`src/rtl/logic32_pkg.sv`:
```
// rtl/logic32_pkg.sv - shared types, opcodes and evaluation helper for the 32-bit logic stage
package logic32_pkg;

    localparam int WORD_W = 32;

    typedef enum logic [1:0] {
        LOGIC_AND = 2'b00,
        LOGIC_OR  = 2'b01,
        LOGIC_XOR = 2'b10,
        LOGIC_NOR = 2'b11
    } logic_op_e;

    // One queued operand beat.
    typedef struct packed {
        logic_op_e          op;
        logic [WORD_W-1:0]  a;
        logic [WORD_W-1:0]  b;
    } entry_t;

    function automatic logic [WORD_W-1:0] logic_eval(input entry_t e);
        logic [WORD_W-1:0] r;
        case (e.op)
            LOGIC_AND: r = e.a & e.b;
            LOGIC_OR:  r = e.a | e.b;
            LOGIC_XOR: r = e.a ^ e.b;
            default:   r = ~(e.a | e.b);
        endcase
        return r;
    endfunction

endpackage

```
`src/rtl/logic32_stage_if.sv`:
```
// rtl/logic32_stage_if.sv - operand-in / result-out handshake bundle for logic32_stage
// Purpose: groups the upstream beat handshake, downstream result handshake and occupancy.
// Ports (signals): in_valid/in_ready/in_a/in_b/in_op, out_valid/out_ready/out_answer,
//   fifo_count, and out_zero when LOGIC32_STAGE_ZERO_FLAG_EN is defined.
// master = producer/consumer side (testbench or datapath), slave = the stage.
interface logic32_stage_if #(
    parameter int FIFO_DEPTH = 4
);
    import logic32_pkg::*;

    localparam int CNT_W = $clog2(FIFO_DEPTH) + 1;

    logic              in_valid;
    logic              in_ready;
    logic [WORD_W-1:0] in_a;
    logic [WORD_W-1:0] in_b;
    logic [1:0]        in_op;
    logic              out_valid;
    logic              out_ready;
    logic [WORD_W-1:0] out_answer;
    logic [CNT_W-1:0]  fifo_count;
`ifdef LOGIC32_STAGE_ZERO_FLAG_EN
    logic              out_zero;

    modport master (
        output in_valid, in_a, in_b, in_op, out_ready,
        input  in_ready, out_valid, out_answer, fifo_count, out_zero
    );
    modport slave (
        input  in_valid, in_a, in_b, in_op, out_ready,
        output in_ready, out_valid, out_answer, fifo_count, out_zero
    );
`else
    modport master (
        output in_valid, in_a, in_b, in_op, out_ready,
        input  in_ready, out_valid, out_answer, fifo_count
    );
    modport slave (
        input  in_valid, in_a, in_b, in_op, out_ready,
        output in_ready, out_valid, out_answer, fifo_count
    );
`endif

endinterface

```
`src/rtl/operand_fifo.sv`:
```
// rtl/operand_fifo.sv - power-of-two operand FIFO with occupancy counter
// Ports: clk, reset (async, active-high), push_i/push_data_i, pop_i/pop_data_o,
//   full_o, empty_o, count_o. Push while full and pop while empty are ignored.
module operand_fifo
    import logic32_pkg::*;
#(
    parameter int DEPTH = 4,
    localparam int PTR_W = $clog2(DEPTH),
    localparam int CNT_W = $clog2(DEPTH) + 1
) (
    input  logic             clk,
    input  logic             reset,
    input  logic             push_i,
    input  entry_t           push_data_i,
    input  logic             pop_i,
    output entry_t           pop_data_o,
    output logic             full_o,
    output logic             empty_o,
    output logic [CNT_W-1:0] count_o
);

    entry_t            mem_q [DEPTH];
    logic [PTR_W-1:0]  wr_ptr_q, wr_ptr_d;
    logic [PTR_W-1:0]  rd_ptr_q, rd_ptr_d;
    logic [CNT_W-1:0]  count_q, count_d;
    logic              do_push;
    logic              do_pop;

    assign full_o     = (count_q == CNT_W'(DEPTH));
    assign empty_o    = (count_q == '0);
    assign count_o    = count_q;
    assign pop_data_o = mem_q[rd_ptr_q];

    // Full blocks a push even when a pop happens in the same cycle.
    assign do_push = push_i && !full_o;
    assign do_pop  = pop_i && !empty_o;

    always_comb begin
        wr_ptr_d = wr_ptr_q;
        rd_ptr_d = rd_ptr_q;
        count_d  = count_q;
        if (do_push) wr_ptr_d = wr_ptr_q + PTR_W'(1);
        if (do_pop)  rd_ptr_d = rd_ptr_q + PTR_W'(1);
        case ({do_push, do_pop})
            2'b10:   count_d = count_q + CNT_W'(1);
            2'b01:   count_d = count_q - CNT_W'(1);
            default: count_d = count_q;
        endcase
    end

    always_ff @(posedge clk or posedge reset) begin
        if (reset) begin
            wr_ptr_q <= '0;
            rd_ptr_q <= '0;
            count_q  <= '0;
        end else begin
            wr_ptr_q <= wr_ptr_d;
            rd_ptr_q <= rd_ptr_d;
            count_q  <= count_d;
        end
    end

    // Storage needs no reset: the pointers and count define what is valid.
    always_ff @(posedge clk) begin
        if (do_push) mem_q[wr_ptr_q] <= push_data_i;
    end

endmodule

```
`src/rtl/logic32_stage.sv`:
```
// rtl/logic32_stage.sv - registered, flow-controlled AND/OR/XOR/NOR stage
// Ports: clk, reset (async, active-high), bus (logic32_stage_if.slave: operand
//   handshake in, result handshake out, fifo_count). Optional feature macro
//   LOGIC32_STAGE_ZERO_FLAG_EN adds the registered out_zero flag.
module logic32_stage
    import logic32_pkg::*;
#(
    parameter int FIFO_DEPTH = 4
) (
    input  logic            clk,
    input  logic            reset,
    logic32_stage_if.slave  bus
);

    localparam int CNT_W = $clog2(FIFO_DEPTH) + 1;

    entry_t            push_entry;
    entry_t            head_entry;
    logic              fifo_full;
    logic              fifo_empty;
    logic [CNT_W-1:0]  fifo_count;
    logic [WORD_W-1:0] head_result;
    logic              load;

    logic              out_valid_q, out_valid_d;
    logic [WORD_W-1:0] out_answer_q, out_answer_d;

    assign push_entry = '{op: logic_op_e'(bus.in_op), a: bus.in_a, b: bus.in_b};

    operand_fifo #(.DEPTH(FIFO_DEPTH)) u_fifo (
        .clk         (clk),
        .reset       (reset),
        .push_i      (bus.in_valid),
        .push_data_i (push_entry),
        .pop_i       (load),
        .pop_data_o  (head_entry),
        .full_o      (fifo_full),
        .empty_o     (fifo_empty),
        .count_o     (fifo_count)
    );

    assign head_result = logic_eval(head_entry);

    // Load when there is a head and the output register is free or draining now.
    assign load = !fifo_empty && (!out_valid_q || bus.out_ready);

    always_comb begin
        out_valid_d  = out_valid_q;
        out_answer_d = out_answer_q;
        if (load) begin
            out_valid_d  = 1'b1;
            out_answer_d = head_result;
        end else if (bus.out_ready && out_valid_q) begin
            out_valid_d  = 1'b0;
        end
    end

    always_ff @(posedge clk or posedge reset) begin
        if (reset) begin
            out_valid_q  <= 1'b0;
            out_answer_q <= '0;
        end else begin
            out_valid_q  <= out_valid_d;
            out_answer_q <= out_answer_d;
        end
    end

    assign bus.in_ready   = !fifo_full;
    assign bus.out_valid  = out_valid_q;
    assign bus.out_answer = out_answer_q;
    assign bus.fifo_count = fifo_count;

`ifdef LOGIC32_STAGE_ZERO_FLAG_EN
    logic out_zero_q, out_zero_d;

    always_comb begin
        out_zero_d = out_zero_q;
        if (load) out_zero_d = (head_result == '0);
    end

    // Reset value 1 matches the all-zero reset answer.
    always_ff @(posedge clk or posedge reset) begin
        if (reset) out_zero_q <= 1'b1;
        else       out_zero_q <= out_zero_d;
    end

    assign bus.out_zero = out_zero_q;
`endif

endmodule

```
`src/flat_wrapper.sv`:
```
// flat-port wrapper written by rule: the top's interface ports become plain ports
module logic32_stage_flat import logic32_pkg::*;
#(
    parameter int FIFO_DEPTH = 4
)
  (clk, reset, bus_in_valid, bus_in_a, bus_in_b, bus_in_op, bus_out_ready, bus_in_ready, bus_out_valid, bus_out_answer, bus_fifo_count);
  logic32_stage_if #(.FIFO_DEPTH(FIFO_DEPTH)) bus_i ();
  input  logic clk;
  input  logic reset;
  input wire logic [$bits(bus_i.in_valid)-1:0] bus_in_valid;
  input wire logic [$bits(bus_i.in_a)-1:0] bus_in_a;
  input wire logic [$bits(bus_i.in_b)-1:0] bus_in_b;
  input wire logic [$bits(bus_i.in_op)-1:0] bus_in_op;
  input wire logic [$bits(bus_i.out_ready)-1:0] bus_out_ready;
  output wire logic [$bits(bus_i.in_ready)-1:0] bus_in_ready;
  output wire logic [$bits(bus_i.out_valid)-1:0] bus_out_valid;
  output wire logic [$bits(bus_i.out_answer)-1:0] bus_out_answer;
  output wire logic [$bits(bus_i.fifo_count)-1:0] bus_fifo_count;
  assign bus_i.in_valid = bus_in_valid;
  assign bus_i.in_a = bus_in_a;
  assign bus_i.in_b = bus_in_b;
  assign bus_i.in_op = bus_in_op;
  assign bus_i.out_ready = bus_out_ready;
  assign bus_in_ready = bus_i.in_ready;
  assign bus_out_valid = bus_i.out_valid;
  assign bus_out_answer = bus_i.out_answer;
  assign bus_fifo_count = bus_i.fifo_count;
  logic32_stage #(.FIFO_DEPTH(FIFO_DEPTH)) u_core (.clk(clk), .reset(reset), .bus(bus_i));
endmodule
```
`config.mk`:
```
export PLATFORM = sky130hd
export DESIGN_NAME = logic32_stage_flat
export DESIGN_NICKNAME = d
export VERILOG_FILES = /design/src/rtl/logic32_pkg.sv /design/src/rtl/logic32_stage_if.sv /design/src/rtl/operand_fifo.sv /design/src/rtl/logic32_stage.sv /design/src/flat_wrapper.sv
export SDC_FILE = /design/constraint.sdc
export NUM_CORES = 1
export LEC_CHECK = 0
export ABC_AREA = 1
export CELL_PAD_IN_SITES_DETAIL_PLACEMENT = 0
export CELL_PAD_IN_SITES_GLOBAL_PLACEMENT = 1
export CORE_MARGIN = 2
export CORE_UTILIZATION = 51
export CTS_CLUSTER_SIZE = 8
export DETAILED_ROUTE_END_ITERATION = 10
export GPL_TIMING_DRIVEN = 0
export HOLD_SLACK_MARGIN = 0.12
export PLACE_DENSITY = 0.86
export SYNTH_ARGS = -nofsm -noshare
export SYNTH_HDL_FRONTEND = slang
export SYNTH_SLANG_ARGS = --single-unit
```
`constraint.sdc`:
```
create_clock -name clk -period 12.5 [get_ports clk]
set_input_delay 2.5 -clock clk [delete_from_list [all_inputs] [get_ports clk]]
set_output_delay 2.5 -clock clk [all_outputs]
set_load 0.03 [all_outputs]
```
Word level (Yosys, flattened, before mapping) --
Memories as Yosys holds them, arrays and structs flattened. Cells that the tools add are included.
Storage, ports and cells: input port bits 70, register bits after elaboration 40, bits in latches 0, memory bits (read-only) 0, output and inout bits 37, memory bits (writable) 264, memories 1
Memories:
- u_core.u_fifo.mem_q | words 4, bits a word 66, rd ports 1, clocked after Yosys merged registers in 0, wr ports 1, line operand_fifo.sv:22 | entry_t mem_q [DEPTH];
Cells by class: $add $sub $neg 4, $mul 0, mux-type cells 6, eq/ne operators 5, bitwise logic cells 4, divide/modulo/power cells 0, $lt $le $gt $ge 0, shift operators 0, reductions and logical operators 12
Operators with widths (count):
- one-hot mux 32 bit (3 select lines) | 1
- AND 32 bit | 1
- NOT 32 bit | 1
- bitwise OR 32 bit | 1
- XOR 32 bit | 1
- one-hot mux 3 bit (2 select lines) | 1
- adder 2 x 1 -> 2 bit, second input constant | 2
- == test 2 x 1 -> 1 bit, second input constant | 2
- == test 2 bit, second input constant | 2
- logical AND 1 bit | 4
- 2-to-1 mux 1 bit | 4
- nonzero test 2 bit | 2
- adder 3 x 1 -> 3 bit, second input constant | 1
- == test 3 bit, second input constant | 1
- zero test 1 bit | 3
- zero test 3 bit | 1
- subtractor 3 x 1 -> 3 bit, second input constant | 1
- zero test 2 bit | 1
- logical OR 1 bit | 1

Longest topological paths before layout --
Gate-level depths: netlist of the first run.
depth after elaboration 6, gate-level depth with buffers 14, gate-level depth less buffers 11

Modules after synthesis --
A second synthesis of the first run with hierarchy kept.
Unflattened totals: cells, all modules 1353, area, all modules 14610.3 um^2
By module, submodules not included:
- operand_fifo | cells each 833, instances 1, area each 11088.1 um^2
- logic32_stage | cells each 520, instances 1, area each 3522.1 um^2

Least setup slack after synthesis of the first run --
No wires, ideal clock.
path type input-to-reg, start point input port bus_in_valid, end point memory u_core.u_fifo.mem_q[0][0] in the netlist's numbering, enable pin, stages 2, path buffers 0, data arrival time 5458 ps, setup slack 6552 ps, cell sequence nand2_1 > nor2_1
On the way: word-level cells in the longest chain between the ends 3
Ends and longest elaborated chain:
- start, declared | line flat_wrapper.sv:10 | input wire logic [$bits(bus_i.in_valid)-1:0] bus_in_valid;
- logical AND 1 bit | line operand_fifo.sv:35 | assign do_push = push_i && !full_o;
- 2-to-1 mux 1 bit | line operand_fifo.sv:65 | if (do_push) mem_q[wr_ptr_q] <= push_data_i;
- 2-to-1 mux 1 bit (implied by the code) | line operand_fifo.sv:65
- end, declared | line operand_fifo.sv:22
Every way passes these cells.

Final worst setup path of the first run --
start point input port bus_out_ready, end point register u_core.u_fifo.count_q[2] (netlist: u_core.u_fifo.count_o[2])
On the way: word-level cells in the longest chain between the ends 5
Ends and longest elaborated chain:
- start, declared | line flat_wrapper.sv:14 | input wire logic [$bits(bus_i.out_ready)-1:0] bus_out_ready;
- logical OR 1 bit (*) | line logic32_stage.sv:45 | assign load = !fifo_empty && (!out_valid_q || bus.out_ready);
- logical AND 1 bit (*) | line logic32_stage.sv:45
- net u_core.load | line logic32_stage.sv:23 | logic load;
- logical AND 1 bit (*) | line operand_fifo.sv:36 | assign do_pop = pop_i && !empty_o;
- == test 2 x 1 -> 1 bit / == test 2 bit (equally long branches) | line operand_fifo.sv:44 | case ({do_push, do_pop})
- one-hot mux 3 bit (2 select lines) / nonzero test 2 bit (equally long branches)
- end signal, assigned | line operand_fifo.sv:59 | count_q <= count_d;
- end, declared | line operand_fifo.sv:25 | logic [CNT_W-1:0] count_q, count_d;
The timed path passes the listed nets; every way through them passes the cells marked *. A chain may end at the register's enable or synchronous reset.

==> results of run 1 <==
## sequential cells by signal, indices dropped and copies added (netlist names)
signal                  flops
u_core.u_fifo.count_o       3
u_core.u_fifo.rd_ptr_q      2
u_core.bus.out_answer      32
u_core.bus.out_valid        1
u_core.u_fifo.wr_ptr_q      2
u_core.u_fifo.mem_q       264
## placed cells by master (no fill, tap or decap), drive strengths merged
master,count
clkdlybuf4s50,106
o21ai,33
buf,65
o31ai,1
a32oi,64
clkinv,1
nand2,378
a21oi,65
xor2,2
ha,69
dfrtp,40
inv,148
nor2,11
edfxtp,264
xnor2,2
clkbuf,84
nand3,103
fa,1
## cell families after synthesis
kind of cell    count (synthesis)  synth area share (%)
buf+inv                       216                  6.62
simple gates                  492                  14.5
fa+ha+maj                      70                  6.38
xor+xnor                        4                 0.253
compound gates                163                  7.75
flops                         304                  64.5
## where the power goes
part	leakage, nW	internal (mW)	switching [mW]
Sequential	2.91	1.36	0.0885
Combinational	3.38	0.719	1.53
Clock	0.597	0.660	0.406
## per-layer routing
metal	routed length (um)	vias up
met2	16800	389
met4	967	0
met3	2660	74
li1	-	4605
met5	0	-
met1	14800	4779
## worst max-delay path, cell delays in order
cell                              delay [ns]
sky130_fd_sc_hd__clkdlybuf4s50_1        0.45
sky130_fd_sc_hd__inv_1                  0.04
sky130_fd_sc_hd__nand2_1                0.12
sky130_fd_sc_hd__o31ai_4                0.16
sky130_fd_sc_hd__inv_2                  0.17
sky130_fd_sc_hd__clkbuf_1               0.65
sky130_fd_sc_hd__ha_1                   0.27
sky130_fd_sc_hd__inv_1                  0.07
sky130_fd_sc_hd__fa_1                   0.38
sky130_fd_sc_hd__nor2_1                 0.11
sky130_fd_sc_hd__nor2_1                 0.04
sky130_fd_sc_hd__nand2_1                0.07
sky130_fd_sc_hd__xnor2_1                0.11
## layout make-up
class,instances,area (sq um),share of cell area [%]
sequential,304,8930,53.2
multi-input combinational,729,4030,24.0
timing repair buffer,115,1250,7.44
clock buffer,70,1220,7.26
inverter,146,551,3.28
tap,341,427,2.54
buffer,70,365,2.18
clock inverter,3,26.3,0.156
## worst paths after layout
path                                                       startpoint                               endpoint  cells after the start  slack [ns]
worst max-delay path                                    bus_out_ready   u_core.u_fifo.count_o[2]$_DFFE_PP0P_                     13        7.79
worst min-delay path             u_core.bus.out_answer[6]$_DFFE_PP0P_   u_core.bus.out_answer[6]$_DFFE_PP0P_                      2        0.48
worst max register to register  u_core.u_fifo.rd_ptr_q[0]$_DFFE_PP0P_  u_core.bus.out_answer[30]$_DFFE_PP0P_                     12        9.76
worst min register to register   u_core.bus.out_answer[6]$_DFFE_PP0P_   u_core.bus.out_answer[6]$_DFFE_PP0P_                      2        0.48
max in group asynchronous                                       reset  u_core.bus.out_answer[25]$_DFFE_PP0P_                      3        9.73
min in group asynchronous                                       reset   u_core.u_fifo.count_o[1]$_DFFE_PP0P_                      2        2.28
==> impl_metrics.prom, run 1 <==
# TYPE chip_impl_metric gauge
chip_impl_metric{name="yosysWarningCount",unit=""} 0
chip_impl_metric{name="placement.setup.worst_slack",unit="ns"} 7.31
chip_impl_metric{name="clock_skews",unit="ns"} 0.0105
chip_impl_metric{name="core_region_area",unit="sq mm"} 0.0268
chip_impl_metric{name="largest_net_degree_at_the_start_of_global_routing",unit=""} 28
chip_impl_metric{name="power_density",unit="mW/mm^2"} 284
chip_impl_metric{name="avgRoutedWirePerCell",unit="um"} 19.8
chip_impl_info{name="worst_setup_path_end_kind",value="flip-flop"} 1
chip_impl_metric{name="clk-insertion-delay-late",unit="ns"} 0.52
chip_impl_metric{name="totalPowerFinal",unit="mW"} 4.77
chip_impl_metric{name="fmax",unit="MHz"} 212
chip_impl_metric{name="period_share",unit="%"} 37.7
chip_impl_metric{name="post_route_cells_drive_above_1_share",unit="%"} 8.77
chip_impl_metric{name="fin_ws",unit="ns"} 7.79
chip_impl_info{name="synthTopCellsByCount",value="sky130_fd_sc_hd__nand2_1 (376), sky130_fd_sc_hd__edfxtp_1 (264), sky130_fd_sc_hd__inv_1 (143), sky130_fd_sc_hd__nand3_1 (103), sky130_fd_sc_hd__ha_1 (69)"} 1
chip_impl_info{name="synth.most_common_cell",value="sky130_fd_sc_hd__nand2_1"} 1
chip_impl_metric{name="critical_path.max_fanout",unit=""} 10
chip_impl_metric{name="num_rows",unit=""} 60
chip_impl_metric{name="io_buffer_count",unit=""} 106
chip_impl_metric{name="number_of_enable_type_register_cells_in_the_synthesized_netlist",unit=""} 264
chip_impl_metric{name="cts.reportedPaths.clkPinSlew",unit="ns"} 0.05
chip_impl_info{name="dominantRegCellSynth",value="sky130_fd_sc_hd__edfxtp_1"} 1
chip_impl_metric{name="yosys_register_bits",unit=""} 304
chip_impl_metric{name="hold_viol_final",unit=""} 0
chip_impl_metric{name="final_cell_count_no_fill",unit=""} 1778
chip_impl_metric{name="synth_fp_nets",unit=""} 1389
chip_impl_metric{name="die_area",unit="sq mm"} 0.0285
chip_impl_metric{name="drc",unit=""} 0
chip_impl_metric{name="power.ir.vdd_worst",unit="mV"} 0.143
chip_impl_metric{name="placed_standard_cell_area",unit="sq mm"} 0.0155
chip_impl_metric{name="vias_in_the_first_global_route",unit=""} 9727
chip_impl_metric{name="n_fill_cell",unit=""} 2112
chip_impl_metric{name="grt_usage",unit="%"} 25.2
chip_impl_metric{name="antenna_left",unit=""} 0
chip_impl_metric{name="worst_hold_slack",unit="ns"} 0.477
chip_impl_metric{name="cts_num_sinks",unit=""} 304
chip_impl_info{name="rsz_0062_raised_after_global_routing",value="false"} 1
chip_impl_metric{name="finalWirelength",unit="mm"} 35.2
chip_impl_metric{name="worst_slew_margin_rel",unit="%"} 38.0
chip_impl_metric{name="grt-ovfl-total",unit=""} 0
chip_impl_metric{name="post_synth_inst_count",unit=""} 1249
chip_impl_metric{name="global_route.usage.met3",unit="%"} 4.68
chip_impl_metric{name="synth_area",unit="sq mm"} 0.0138
chip_impl_info{name="global_route.peak_usage_layer",value="met2"} 1
chip_impl_metric{name="horiz_die_dim",unit="um"} 169
chip_impl_metric{name="ys_async_sr_fraction",unit="%"} 13.2
chip_impl_metric{name="place.detailed.instances",unit=""} 1705
chip_impl_metric{name="synthDistinctLibCells",unit=""} 24
chip_impl_metric{name="postSynthAreaPerCell",unit="sq um"} 11.1
chip_impl_metric{name="vias",unit=""} 9847
chip_impl_metric{name="globalRouteMet2Util",unit="%"} 41.4
chip_impl_metric{name="top_level_ports",unit=""} 107
chip_impl_metric{name="synth-seq-area-share",unit="%"} 64.5
chip_impl_metric{name="starting_utilization_of_the_core_area",unit="%"} 51.6
chip_impl_metric{name="hold_buffers",unit=""} 0
chip_impl_metric{name="cp.required",unit="ns"} 12.95
chip_impl_metric{name="first_pass_iters",unit=""} 6
chip_impl_info{name="synthDominantAreaCellType",value="sky130_fd_sc_hd__edfxtp_1"} 1
chip_impl_metric{name="area_delta_synth_final",unit="%"} 21.3
chip_impl_info{name="run_status",value="finished clean"} 1
chip_impl_metric{name="worstMarginPinSlew",unit="ns"} 0.928
chip_impl_metric{name="fin_util",unit="%"} 62.7
chip_impl_metric{name="first_iter_violations",unit=""} 808
chip_impl_metric{name="routed_via_density",unit=""} 5.54
chip_impl_metric{name="post_cts_buffers",unit=""} 0
chip_impl_metric{name="p_leak",unit="nW"} 6.89
chip_impl_metric{name="gp_routability_congestion",unit=""} 0.824
chip_impl_info{name="hp-class",value="reg -> reg"} 1
chip_impl_info{name="ys_top_cells_by_area",value="sky130_fd_sc_hd__edfxtp_1 (57%), sky130_fd_sc_hd__nand2_1 (10%), sky130_fd_sc_hd__dfrtp_1 (7.2%)"} 1
chip_impl_metric{name="finalCriticalPeriod",unit="ns"} 4.71
chip_impl_info{name="start_kind",value="input pin"} 1
chip_impl_metric{name="insertedDiodeCount",unit=""} 0
chip_impl_metric{name="worst_ep_arrival_time",unit="ns"} 5.15
chip_impl_metric{name="synth.top_cell.area_share",unit="%"} 57.3
chip_impl_metric{name="final-max-slew-violation-count",unit=""} 0
chip_impl_metric{name="die_h",unit="um"} 169
chip_impl_metric{name="setup_violations",unit=""} 0
chip_impl_metric{name="fin_nets",unit=""} 1550
chip_impl_metric{name="number_of_cts_inserted_buffers",unit=""} 44
chip_impl_info{name="root_buffer",value="sky130_fd_sc_hd__clkbuf_16"} 1
chip_impl_info{name="timing_worst_setup_path_type",value="in -> reg"} 1
chip_impl_metric{name="grt_first_pass_wirelength",unit="mm"} 54.6
chip_impl_metric{name="global_route.usage.met1",unit="%"} 34.0
chip_impl_metric{name="clk_path_buf_depth",unit=""} 3
chip_impl_metric{name="number_of_antenna_violations_at_the_first_check_in_global_routing",unit=""} 0
chip_impl_metric{name="cts_max_level",unit=""} 2
chip_impl_metric{name="post-dp-hpwl",unit="mm"} 23.3
chip_impl_metric{name="drv_cap",unit=""} 0
chip_impl_metric{name="cts_resized",unit=""} 0
chip_impl_metric{name="setup-tns-final",unit="ns"} 0
chip_impl_metric{name="final_non_filler_cell_area",unit="sq mm"} 0.0168
chip_impl_info{name="cts_tree",value="built"} 1
Note: power is estimated with default switching activity, not from simulation.
==> inputs of run 2 (changes only) <==
Settings changed: CORE_UTILIZATION 51 to 47, PLACE_DENSITY 0.86 to 0.8.
Clock period 12.5 ns to 4.7 ns, I/O delays scaled along.
==> run 2 against run 1 <==
Against the previous run:
- flip-flop and latch count unchanged
- largest power group unchanged
- worst setup slack worse by 6.2 ns
- power rose to 2.7 times the previous value
- first-iteration DRC count up 24%
- hold slack about the same
- final area up 0.67%
- clock skew up 0.0069 ns
- critical endpoint unchanged
- largest cell class unchanged
- via count down 1.4%
- sequential share of layout area down 0.35 points
- final cell count up 2.6%
==> impl_metrics.prom, run 2 (same netlist as run 1, synthesis figures left out) <==
# TYPE chip_impl_metric gauge
chip_impl_metric{name="fmax",unit="MHz"} 318
chip_impl_metric{name="num_rows",unit=""} 62
chip_impl_metric{name="die_area",unit="sq mm"} 0.0308
chip_impl_metric{name="power_density",unit="mW/mm^2"} 753
chip_impl_metric{name="first_iter_violations",unit=""} 1000
chip_impl_metric{name="clk-insertion-delay-late",unit="ns"} 0.53
chip_impl_metric{name="setup_violations",unit=""} 0
chip_impl_info{name="worst_setup_path_end_kind",value="flip-flop"} 1
chip_impl_metric{name="finalCriticalPeriod",unit="ns"} 3.14
chip_impl_info{name="start_kind",value="input pin"} 1
chip_impl_metric{name="worst_slew_margin_rel",unit="%"} 43.3
chip_impl_metric{name="worst_ep_arrival_time",unit="ns"} 3.58
chip_impl_metric{name="vias",unit=""} 9712
chip_impl_metric{name="number_of_antenna_violations_at_the_first_check_in_global_routing",unit=""} 0
chip_impl_metric{name="final_cell_count_no_fill",unit=""} 1824
chip_impl_info{name="rsz_0062_raised_after_global_routing",value="false"} 1
chip_impl_info{name="max_flop_register",value="u_core.u_fifo.mem_q"} 1
chip_impl_metric{name="cts.reportedPaths.clkPinSlew",unit="ns"} 0.05
chip_impl_metric{name="crit_path_buffers_inverters",unit=""} 5
chip_impl_metric{name="drv_cap",unit=""} 0
chip_impl_metric{name="io_buffer_count",unit=""} 106
chip_impl_metric{name="grt_usage",unit="%"} 23.3
chip_impl_info{name="timing_worst_setup_path_type",value="in -> reg"} 1
chip_impl_metric{name="post_route_cells_drive_above_1_share",unit="%"} 8.89
chip_impl_info{name="mostFrequentLayoutCells",value="sky130_fd_sc_hd__nand2_1 (376), sky130_fd_sc_hd__edfxtp_1 (264), sky130_fd_sc_hd__inv_1 (142)"} 1
chip_impl_metric{name="p_leak",unit="nW"} 6.91
chip_impl_metric{name="area_delta_synth_final",unit="%"} 22.1
chip_impl_info{name="chain_of_cells_forming_the_critical_path",value="clkdlybuf4s50_1, inv_1, nand2_1, o31ai_4, inv_2, clkbuf_1, ha_1, inv_1, fa_1, nor2_1, nor2_1, nand2_1, xnor2_1"} 1
chip_impl_metric{name="routed_via_density",unit=""} 5.32
chip_impl_metric{name="cts_num_sinks",unit=""} 304
chip_impl_metric{name="largest_net_degree_at_the_start_of_global_routing",unit=""} 40
chip_impl_metric{name="fin_nets",unit=""} 1552
chip_impl_info{name="path_delay_family",value="buffers and inverters"} 1
chip_impl_metric{name="r2r.worst_path.cells",unit=""} 12
chip_impl_metric{name="cp.required",unit="ns"} 5.14
chip_impl_metric{name="post_cts_buffers",unit=""} 0
chip_impl_metric{name="first_pass_iters",unit=""} 6
chip_impl_info{name="root_buffer",value="sky130_fd_sc_hd__clkbuf_16"} 1
chip_impl_metric{name="gp_routability_congestion",unit=""} 0.797
chip_impl_metric{name="largest_register_ff_count",unit=""} 264
chip_impl_info{name="run_status",value="finished clean"} 1
chip_impl_metric{name="grt_first_pass_wirelength",unit="mm"} 54.2
chip_impl_info{name="final_common_cell",value="sky130_fd_sc_hd__nand2_1"} 1
chip_impl_metric{name="die_h",unit="um"} 176
chip_impl_metric{name="insertedDiodeCount",unit=""} 0
chip_impl_metric{name="place.detailed.instances",unit=""} 1750
chip_impl_metric{name="hold-path-cell-count",unit=""} 2
chip_impl_metric{name="core_region_area",unit="sq mm"} 0.0289
chip_impl_info{name="worstReg2RegEnd",value="u_core.bus.out_answer[23]$_DFFE_PP0P_"} 1
chip_impl_metric{name="top_level_ports",unit=""} 107
chip_impl_metric{name="hold_viol_final",unit=""} 0
chip_impl_metric{name="placement.setup.worst_slack",unit="ns"} 1.04
chip_impl_info{name="rr_startpoint",value="u_core.u_fifo.rd_ptr_q[0]$_DFFE_PP0P_"} 1
chip_impl_metric{name="hold_buffers",unit=""} 0
chip_impl_metric{name="grt-ovfl-total",unit=""} 0
chip_impl_info{name="crit_slowest_cell",value="sky130_fd_sc_hd__clkbuf_1"} 1
chip_impl_info{name="cts_tree",value="built"} 1
chip_impl_metric{name="antenna_left",unit=""} 0
chip_impl_metric{name="starting_utilization_of_the_core_area",unit="%"} 48.0
chip_impl_info{name="hold_end",value="u_core.bus.out_answer[27]$_DFFE_PP0P_"} 1
chip_impl_metric{name="drc",unit=""} 0
chip_impl_metric{name="fin_ws",unit="ns"} 1.56
chip_impl_metric{name="clk_path_buf_depth",unit=""} 3
chip_impl_metric{name="final-max-slew-violation-count",unit=""} 0
chip_impl_metric{name="number_of_cts_inserted_buffers",unit=""} 44
chip_impl_info{name="hp-class",value="reg -> reg"} 1
chip_impl_metric{name="finalWirelength",unit="mm"} 35.3
chip_impl_metric{name="max_stage_delay",unit="ns"} 0.66
chip_impl_metric{name="r2r_setup_slack",unit="ns"} 1.92
chip_impl_metric{name="vias_in_the_first_global_route",unit=""} 9457
chip_impl_metric{name="period_share",unit="%"} 66.9
chip_impl_metric{name="cp.depth",unit=""} 13
chip_impl_metric{name="cts_resized",unit=""} 0
chip_impl_metric{name="worst_hold_slack",unit="ns"} 0.477
chip_impl_metric{name="post-dp-hpwl",unit="mm"} 23.2
chip_impl_metric{name="worstMarginPinSlew",unit="ns"} 0.850
chip_impl_info{name="timing.hold.worst.start",value="u_core.bus.out_answer[27]$_DFFE_PP0P_"} 1
chip_impl_metric{name="power.ir.vdd_worst",unit="mV"} 0.313
chip_impl_metric{name="avgRoutedWirePerCell",unit="um"} 19.4
chip_impl_metric{name="clock_skews",unit="ns"} 0.0174
chip_impl_metric{name="critical_path.max_fanout",unit=""} 10
chip_impl_metric{name="cts_max_level",unit=""} 2
chip_impl_metric{name="horiz_die_dim",unit="um"} 176
run 2: area by class of cell:
cell class / count / area (sq um)
buffer: 70 / 365
clock buffer: 70 / 1220
clock inverter: 4 / 30.0
fill: 2459 / 12000
inverter: 146 / 551
multi-input combinational: 729 / 4030
sequential: 304 / 8930
tap: 384 / 480
timing repair buffer: 117 / 1300
run 2: worst max-delay path by stage:
stage	from	to	slack (ns)
finish	bus_out_ready	u_core.u_fifo.count_o[2]$_DFFE_PP0P_	1.56
global placement	bus_in_valid	u_core.u_fifo.mem_q[3][15]$_DFFE_PP_	-2.64
global route	bus_out_ready	u_core.u_fifo.count_o[2]$_DFFE_PP0P_	1.38
detailed placement	bus_out_ready	u_core.u_fifo.count_o[2]$_DFFE_PP0P_	1.04
CTS	bus_out_ready	u_core.u_fifo.count_o[2]$_DFFE_PP0P_	1.59
floorplan	u_core.u_fifo.count_o[0]$_DFFE_PP0P_	u_core.u_fifo.mem_q[0][0]$_DFFE_PP_	0.14
run 2: metal layers:
metal | up-vias | wire length [um] | track usage, %
li1 | 4609 | - | -
met1 | 4692 | 15200 | 32.0
met2 | 347 | 16700 | 37.8
met3 | 64 | 2480 | 4.35
met4 | 0 | 903 | 7.06
met5 | - | 0 | 0
run 2: worst min-delay path: stages (launching register included):
cell                      delay [ns]
sky130_fd_sc_hd__dfrtp_1        0.34
sky130_fd_sc_hd__nand2_1        0.05
sky130_fd_sc_hd__nand2_1        0.05
run 2: power breakdown:
group          total, mW  switching (mW)  internal (mW)
sequential          3.85           0.230           3.62
clock               2.85            1.09           1.76
combinational       6.03            4.09           1.94
run 2: metrics by stage:
stage / setup TNS [ns] / instance area (sq um) / utilization, % / total power, mW
2_1_floorplan: 0 / 13800 / - / 7.73
3_3_place_gp: -686.26 / 15400 / 53.3 / 9.75
6_report: 0 / 16900 / 58.6 / 12.7
5_1_grt: 0 / 16900 / 58.6 / 13.6
3_5_place_dp: 0 / 15700 / 54.3 / 9.90
4_1_cts: 0 / 16900 / 58.6 / 12.8
